<file path="config.mk">
export PLATFORM = sky130hd
export DESIGN_NAME = ft232hq_send
export DESIGN_NICKNAME = d
export VERILOG_FILES = /design/src/rtl/usb_pkg.sv /design/src/rtl/ft232hq_send.sv
export SDC_FILE = /design/constraint.sdc
export NUM_CORES = 1
export LEC_CHECK = 0
export CAP_MARGIN = 30
export CORE_UTILIZATION = 34
export CTS_BUF_LIST = sky130_fd_sc_hd__clkbuf_16
export DETAILED_ROUTE_END_ITERATION = 6
export GPL_TIMING_DRIVEN = 0
export PLACE_DENSITY_LB_ADDON = 0.08
export SLEW_MARGIN = 20
export SYNTH_ARGS = -nofsm -noshare
export SYNTH_HDL_FRONTEND = slang
export SYNTH_SLANG_ARGS = --single-unit
</file>
<file path="constraint.sdc">
create_clock -name clock -period 6.53 [get_ports clock]
set_input_delay 1.306 -clock clock [delete_from_list [all_inputs] [get_ports clock]]
set_output_delay 1.306 -clock clock [all_outputs]
set_load 0.005 [all_outputs]
</file>
<file path="src/rtl/usb_pkg.sv">
// Shared USB-side definitions: transmit FSM encoding and default burst length,
// used by the FT232H transmit driver and the USB top level.
package usb_pkg;

  typedef enum logic [1:0] {
    ST_IDLE    = 2'd0,
    ST_ARB     = 2'd1,
    ST_SEND    = 2'd2,
    ST_RELEASE = 2'd3
  } tx_state_t;

  localparam int unsigned MAX_BURST_DEFAULT = 512;

endpackage

</file>
<file path="src/rtl/ft232hq_send.sv">
// FT232H 245-sync transmit driver: moves bytes from a show-ahead FIFO to the
// chip under TXE#/WR#, owning the shared data bus only while the receiver is idle.
module ft232hq_send
  import usb_pkg::*;
#(
  parameter int unsigned MAX_BURST = MAX_BURST_DEFAULT,
  parameter int unsigned CNT_W     = 32
) (
  input  logic             clock,
  input  logic             rst,
  input  logic             txe_n,
  input  logic             rxf_n,
  input  logic             rx_oe_n,
  output logic             wr_n,
  output logic [7:0]       data_send,
  output logic             data_oe,
  input  logic             fifo_empty,
  input  logic [7:0]       fifo_data_out,
  output logic             fifo_rd_en,
  output logic             tx_busy,
  output logic [CNT_W-1:0] tx_count
);

  localparam logic [15:0] BURST_LAST = 16'(MAX_BURST - 1);

  tx_state_t   state, next_state;
  logic [7:0]  hold;
  logic        hv, hv_next;
  logic [15:0] burst_cnt;
  logic        accept, load, burst_done, bus_free;

  assign bus_free   = rxf_n && rx_oe_n;
  assign accept     = (state == ST_SEND) && !wr_n && !txe_n;
  assign burst_done = accept && (burst_cnt == BURST_LAST);
  assign data_send  = hold;
  assign tx_busy    = (state != ST_IDLE);

  // NOTE: sequential state uses non-blocking assignments so every register
  // samples pre-edge values; combinational blocks use blocking with defaults.
  always_ff @(posedge clock or posedge rst) begin
    if (rst) state <= ST_IDLE;
    else     state <= next_state;
  end

  always_comb begin
    next_state = state;
    unique case (state)
      ST_IDLE:    if (bus_free && (hv || !fifo_empty)) next_state = ST_ARB;
      ST_ARB:     next_state = ST_SEND;
      ST_SEND:    if (!rxf_n || burst_done || !hv_next) next_state = ST_RELEASE;
      ST_RELEASE: next_state = ST_IDLE;
      default:    next_state = ST_IDLE;
    endcase
  end

  // A FIFO pop happens exactly when its byte lands in hold.
  always_comb begin
    load = 1'b0;
    unique case (state)
      ST_IDLE: load = bus_free && !hv && !fifo_empty;
      ST_SEND: load = accept && !fifo_empty;
      default: load = 1'b0;
    endcase
    hv_next = load || (hv && !accept);
    // NOTE: the pop is gated by reset so the FIFO is never drained while the
    // async-reset state is still being held.
    fifo_rd_en = load && !rst;
  end

  // Pad controls are registered from the next state so WR# and the FSM never
  // disagree about which edge can accept a byte.
  always_ff @(posedge clock or posedge rst) begin
    if (rst) begin
      hold      <= 8'h00;
      hv        <= 1'b0;
      wr_n      <= 1'b1;
      data_oe   <= 1'b0;
      tx_count  <= '0;
      burst_cnt <= '0;
    end else begin
      if (load) hold <= fifo_data_out;
      hv      <= hv_next;
      wr_n    <= !((next_state == ST_SEND) && hv_next);
      data_oe <= (next_state != ST_IDLE);
      if (accept) tx_count <= tx_count + CNT_W'(1);
      if (state == ST_ARB)  burst_cnt <= '0;
      else if (accept)      burst_cnt <= burst_cnt + 16'd1;
    end
  end

endmodule

</file>
==> impl_metrics.py, run 1 <==
metrics = {
    "sta": {
        "tightest_slew_ns": 0.843,
        "fin_crit_ns": 4.59,
        "slew_violations": 0,
        "hold_violations": 0,
        "fin_worst_skew_ns": 0.00342,
        "tns_ns": 0,
        "relSlewSlack": 0.436,
        "whs_ns": 0.472,
        "setup_ws_ns": 1.94,
        "fmax_ghz": 0.218,
        "period_share": 0.704,
        "finalSetupViolCount": 0,
        "rsz0062_at_grt": "false",
    },
    "final_layout": {
        "mostFrequentLayoutCell": "dfrtp_1",
        "register_area_mm2": 0.00153,
        "multi_input_area_mm2": 0.00124,
        "drive_gt1_frac": 0.0831,
        "nets": 352,
        "mostFrequentLayoutCells": "dfrtp_1 (60), clkdlybuf4s50_1 (57), nand2_1 (23)",
        "fin_area_mm2": 0.00386,
        "fin_cells": 439,
        "nFillCells": 751,
        "area_growth_pct": 36.5,
        "n_antenna_cell": 0,
    },
    "drt": {
        "ant_nets": 0,
        "drc": 0,
        "dr.pass1.iters": 4,
        "drtIter0Drc": 70,
        "viasPerCell": 4.98,
        "routedWlPerCell_um": 13.9,
        "wirelength_um": 6100,
        "vias": 2185,
    },
    "floorplan": {
        "start_util": 0.359,
        "die_w_um": 93.3,
        "num_rows": 32,
        "ios": 58,
        "core_area_mm2": 0.00789,
        "fp.dieArea_mm2": 0.00870,
        "die_height_um": 93.3,
    },
    "global_routing": {
        "first_global_vias": 2253,
        "antenna_found_initial": 0,
        "grt_max_degree": 55,
        "overflow": 0,
        "grt_usage": 0.163,
        "grt_first_pass_wirelength_um": 10900,
    },
    "logic_synthesis": {
        "ys_seq_elements": 61,
        "synth-main-ff-cell": "dfrtp_1",
        "synth_area_leaders": "dfrtp_1 (53%), xnor2_1 (6.2%), xor2_1 (5.6%)",
        "ys_seq_area_frac": 0.540,
        "async_flop_share": 1.00,
        "syn_area_per_cell_um2": 10.7,
        "ys_warn_count": 0,
        "syn_nets": 283,
        "syn-cell-area_mm2": 0.00283,
        "synth_cell_types": 38,
        "synth_top_cell_by_area": "dfrtp_1",
        "synth-edff-count": 0,
        "synthCells": 264,
        "synth.top_cell.area_share": 0.530,
    },
    "critical_path": {
        "required_ns": 5.22,
        "crit_type": "primary input to output port",
        "start_kind": "primary input",
        "cp_max_fo": 9,
        "worstPathArrival_ns": 3.29,
        "cp-end-kind": "output port",
    },
    "power": {
        "power.leakage_nw": 1.67,
        "power_density_mw_per_mm2": 310,
        "ir_drop_uv": 198,
    },
    "clocking": {
        "htreeDepth": 3,
        "root_buffer": "clkbuf_16",
        "clk_path_buf_depth": 2,
        "ctsResizeCount": 0,
        "cts.sinks": 61,
        "hold_buffers": 0,
        "cts_made_buffers": 9,
        "postCtsSetupRepairBufs": 0,
        "clk_pin_slew_ns": 0.05,
        "cts_tree": "yes",
        "clock_latency_ns": 0.32,
    },
    "placement": {
        "dpl_cell_area_mm2": 0.00356,
        "gp_congestion": 0.728,
        "dp.cells": 424,
        "numPortBuffers": 57,
        "dp_slack_ns": 1.89,
        "place_hpwl_um": 4210,
    },
    "run": {
        "cap_violations": 0,
    },
    "run_status": {
        "status": "finished clean",
    },
    "min_path": {
        "hold_path.class": "register to register",
    },
}
cells by family (layout without fill, tap and decap cells):
group                      Yosys count  count (layout)  synth area share
xor gates and xnor gates            38              38             0.118
and+or+nand+nor                    111             111             0.218
DFF                                 61              61             0.540
muxes                                8               8            0.0318
buffers and inverters               17              90            0.0234
AOI/OAI and AO/OA                   24              24            0.0477
adders and majority gates            5               5            0.0221
final cells by class:
type                    count  share of cell area
multi-input cells         186               0.320
flip-flops and latches     61               0.395
clock buffers               9              0.0583
plain buffers              10              0.0104
repair buffers             58               0.155
clock inverters             6              0.0207
inverters                   7             0.00745
well taps                 102              0.0330
synth_stat cells (2+ instances only):
| cell | number |
|---|---|
| nor3_1 | 10 |
| nand4b_1 | 2 |
| clkbuf_1 | 8 |
| nand3_1 | 14 |
| or3_1 | 10 |
| mux2_2 | 8 |
| nor4_1 | 8 |
| nand4_1 | 11 |
| o21ai_0 | 9 |
| ha_1 | 5 |
| dfrtp_1 | 60 |
| and4_1 | 5 |
| xnor2_1 | 20 |
| inv_1 | 7 |
| or4_1 | 2 |
| nand2b_1 | 2 |
| a21oi_1 | 10 |
| nand2_1 | 23 |
| and3_1 | 4 |
| nor2_1 | 11 |
| xor2_1 | 18 |
routing by layer:
| layer | global-route usage | vias up | wire length [um] |
|---|---|---|---|
| li1 | - | 1077 | - |
| met1 | 0.212 | 1048 | 2970 |
| met2 | 0.252 | 53 | 2730 |
| met3 | 0.0618 | 7 | 327 |
| met4 | 0.0500 | 0 | 78 |
| met5 | 0 | - | 0 |
sequential cells by signal, summed over array words and instances (netlist names):
| register | count |
|---|---|
| data_oe | 1 |
| burst_cnt | 16 |
| tx_count | 32 |
| hv | 1 |
| data_send | 8 |
| state | 2 |
| wr_n | 1 |
per-stage QoR:
step / total power, mW / util
after global placement: 0.710 / 0.447
after CTS: 1.22 / 0.490
after floorplan: 0.585 / -
final: 1.20 / 0.490
after global routing: 1.26 / 0.490
after detailed placement: 0.715 / 0.451
path summary, 6_finish.rpt:
path                               from  cells past startpoint  slack (ns)            end
hold / removal             tx_count[31]                      1        0.47   tx_count[31]
setup / recovery                  txe_n                      8        1.94     fifo_rd_en
setup reg to reg               state[0]                      8        3.97  burst_cnt[14]
max in group asynchronous           rst                      3        4.75           wr_n
min in group asynchronous           rst                      2        1.25   data_send[6]
hold reg to reg            tx_count[31]                      1        0.47   tx_count[31]
power by group:
| part | total, mW | switching [mW] | leakage [nW] | internal [mW] |
|---|---|---|---|---|
| Clock | 0.492 | 0.164 | 0.150 | 0.328 |
| Combinational | 0.240 | 0.101 | 0.698 | 0.139 |
| Sequential | 0.466 | 0.0361 | 0.818 | 0.430 |
| Total | 1.20 | 0.301 | 1.67 | 0.897 |
worst max-delay path, cell delays in order:
cell and delay, ns:
clkdlybuf4s50_1 0.44, or3b_1 0.35, buf_2 0.16, o21ai_0 0.08
nand2b_1 0.07, clkbuf_1 0.23, nor2_1 0.15, clkdlybuf4s50_1 0.51
(Power assumes the default switching activity.)
==> inputs of run 2 (changes only) <==
==> constraint.sdc (replaced) <==
create_clock -name clock -period 3.9 [get_ports clock]
set_input_delay 0.78 -clock clock [delete_from_list [all_inputs] [get_ports clock]]
set_output_delay 0.78 -clock clock [all_outputs]
set_load 0.005 [all_outputs]
==> results of run 2 <==
The final DEF is identical to that of run 1. Status: finished clean.
Main changes from that run: setup slack after placement 1.89 ns -> 0.308 ns; setup slack after layout 1.94 ns -> 0.358 ns; register-to-register setup slack 3.97 ns -> 1.34 ns; total power 1.20 mW -> 2.01 mW; worst IR drop on VDD 198 uV -> 332 uV
==> inputs of run 3 (changes only) <==
--- a/config.mk
+++ b/config.mk
@@ -11,7 +11,6 @@
 export DETAILED_ROUTE_END_ITERATION = 6
 export GPL_TIMING_DRIVEN = 0
 export PLACE_DENSITY_LB_ADDON = 0.08
-export SLEW_MARGIN = 20
 export SYNTH_ARGS = -nofsm -noshare
 export SYNTH_HDL_FRONTEND = slang
 export SYNTH_SLANG_ARGS = --single-unit
==> constraint.sdc (replaced) <==
create_clock -name clock -period 3.9 [get_ports clock]
set_input_delay 0.975 -clock clock [delete_from_list [all_inputs] [get_ports clock]]
set_output_delay 0.975 -clock clock [all_outputs]
set_load 0.005 [all_outputs]
==> run 3 against run 2 <==
Cell count grew 0.91%. Sequential share of layout area down 0.064 points. Global-route usage is 0.073 points higher. Utilization is 0.079 points higher. First-iteration DRC count grew 1.4%.
==> impl_metrics.py, run 3 (synthesis gave the netlist of run 1 again) <==
metrics = {
    "run_status": {
        "status": "finished clean",
    },
    "sta": {
        "setup_ws_ns": 0.162,
        "relSlewSlack": 0.423,
        "finalSetupViolCount": 0,
        "fin_worst_skew_ns": 0.00680,
        "hold_violations": 0,
        "tightest_slew_ns": 0.864,
        "period_share": 0.958,
        "fmax_ghz": 0.268,
        "fin_crit_ns": 3.74,
        "slew_violations": 0,
        "tns_ns": 0,
        "rsz0062_at_grt": "false",
    },
    "floorplan": {
        "core_area_mm2": 0.00789,
        "die_height_um": 93.3,
        "die_w_um": 93.3,
        "num_rows": 32,
        "fp.dieArea_mm2": 0.00870,
        "start_util": 0.359,
        "ios": 58,
    },
    "critical_path": {
        "r2r_slack_ns": 1.34,
        "rr_endpoint": "burst_cnt[14]",
        "crit_chain": "clkdlybuf4s50_1 > or3b_1 > buf_2 > o21ai_0 > nand2b_2 > nor2_1 > clkdlybuf4s50_1",
        "crit_buf_inv": 3,
        "r2r-start": "state[0]",
        "cpMaxStageDelayCell": "clkdlybuf4s50_1",
        "reg2reg_depth": 8,
        "cp-end-kind": "output port",
        "worstPathArrival_ns": 2.76,
        "worstSetupStartpoint": "txe_n",
        "critical-path-top-delay-family": "buffers and inverters",
        "crit_type": "primary input to output port",
        "start_kind": "primary input",
        "critical_path_depth": 7,
        "slowest_delay_ns": 0.50,
        "cp_max_fo": 6,
        "path_common_cell": "clkdlybuf4s50_1",
        "required_ns": 2.92,
    },
    "power": {
        "totalPowerFinal_mw": 1.96,
        "ir_drop_uv": 337,
        "power.leakage_nw": 1.67,
        "power_density_mw_per_mm2": 507,
    },
    "clocking": {
        "cts.sinks": 61,
        "clk_path_buf_depth": 2,
        "cts_made_buffers": 9,
        "htreeDepth": 3,
        "clk_pin_slew_ns": 0.06,
        "cts_tree": "yes",
        "clock_latency_ns": 0.33,
        "root_buffer": "clkbuf_16",
        "hold_buffers": 0,
    },
    "placement": {
        "dp_slack_ns": -0.0805,
        "numPortBuffers": 57,
        "dp.cells": 424,
        "place_hpwl_um": 4260,
        "gp_congestion": 0.728,
    },
    "run": {
        "cap_violations": 0,
    },
    "drt": {
        "viasPerCell": 4.98,
        "drc": 0,
        "ant_nets": 0,
        "vias": 2205,
        "drtIter0Drc": 71,
        "dr.pass1.iters": 4,
        "wirelength_um": 6130,
        "routedWlPerCell_um": 13.8,
    },
    "final_layout": {
        "nets": 355,
        "n_antenna_cell": 0,
        "area_growth_pct": 36.7,
        "largest_reg_flops": 32,
        "fin_cells": 443,
        "mostFrequentLayoutCells": "dfrtp_1 (60), clkdlybuf4s50_1 (57), nand2_1 (23)",
        "drive_gt1_frac": 0.103,
        "fin_util": 0.491,
        "mostFrequentLayoutCell": "dfrtp_1",
        "regMostFlops": "tx_count",
    },
    "global_routing": {
        "first_global_vias": 2300,
        "grt_first_pass_wirelength_um": 11000,
        "grt_max_degree": 34,
        "grt_usage": 0.164,
        "overflow": 0,
        "antenna_found_initial": 0,
    },
    "min_path": {
        "min_from": "tx_count[31]",
        "min_to": "tx_count[31]",
        "min_path_cells": 1,
        "hold_path.class": "register to register",
    },
}
## run 3: cell count changes in the layout (fill, tap and decap cells not counted), sizes merged
cell / change
buf: +4
bufinv: -1
clkbuf: -1
clkinv: +1
clkinvlp: +1
## run 3: worst max path at each step
stage / end / slack [ns]
after floorplan: fifo_rd_en / 1.02
after global placement: fifo_rd_en / -0.08
after detailed placement: fifo_rd_en / -0.08
after CTS: fifo_rd_en / 0.03
after global routing: fifo_rd_en / 0.005
final: fifo_rd_en / 0.16
## run 3: per-stage QoR
step           instance area (um2)  hold WS (ns)
5_1_grt                       3870         0.492
6_report                      3870         0.472
3_3_place_gp                  3530         0.456
3_5_place_dp                  3550         0.464
2_1_floorplan                 2830         0.465
4_1_cts                       3840         0.471
## run 3: cell type report
cell class	count	area, um2
clock inverter	7	67.6
buffer	9	36.3
timing repair buffer	62	621
inverter	7	26.3
tap	102	128
sequential	61	1530
fill	737	4020
multi-input combinational	186	1240
clock buffer	9	225
## run 3: power breakdown
group | internal [mW] | leakage [nW] | switching [mW] | total (mW)
clock | 0.490 | 0.143 | 0.288 | 0.778
combinational | 0.236 | 0.711 | 0.170 | 0.407
sequential | 0.720 | 0.818 | 0.0595 | 0.779
## run 3: timing repair
item,CTS,global route
setup endpoints to repair,1,1
cloned,0,0
gates resized for setup,1,0
buffers inserted,0,4
## run 3: layer usage
layer,share of wire,up-vias,GRT usage
met2,0.44,49,0.251
met3,0.049,7,0.0610
met4,0.014,0,0.0500
met1,0.49,1066,0.216
met5,0,-,0
li1,-,1083,-
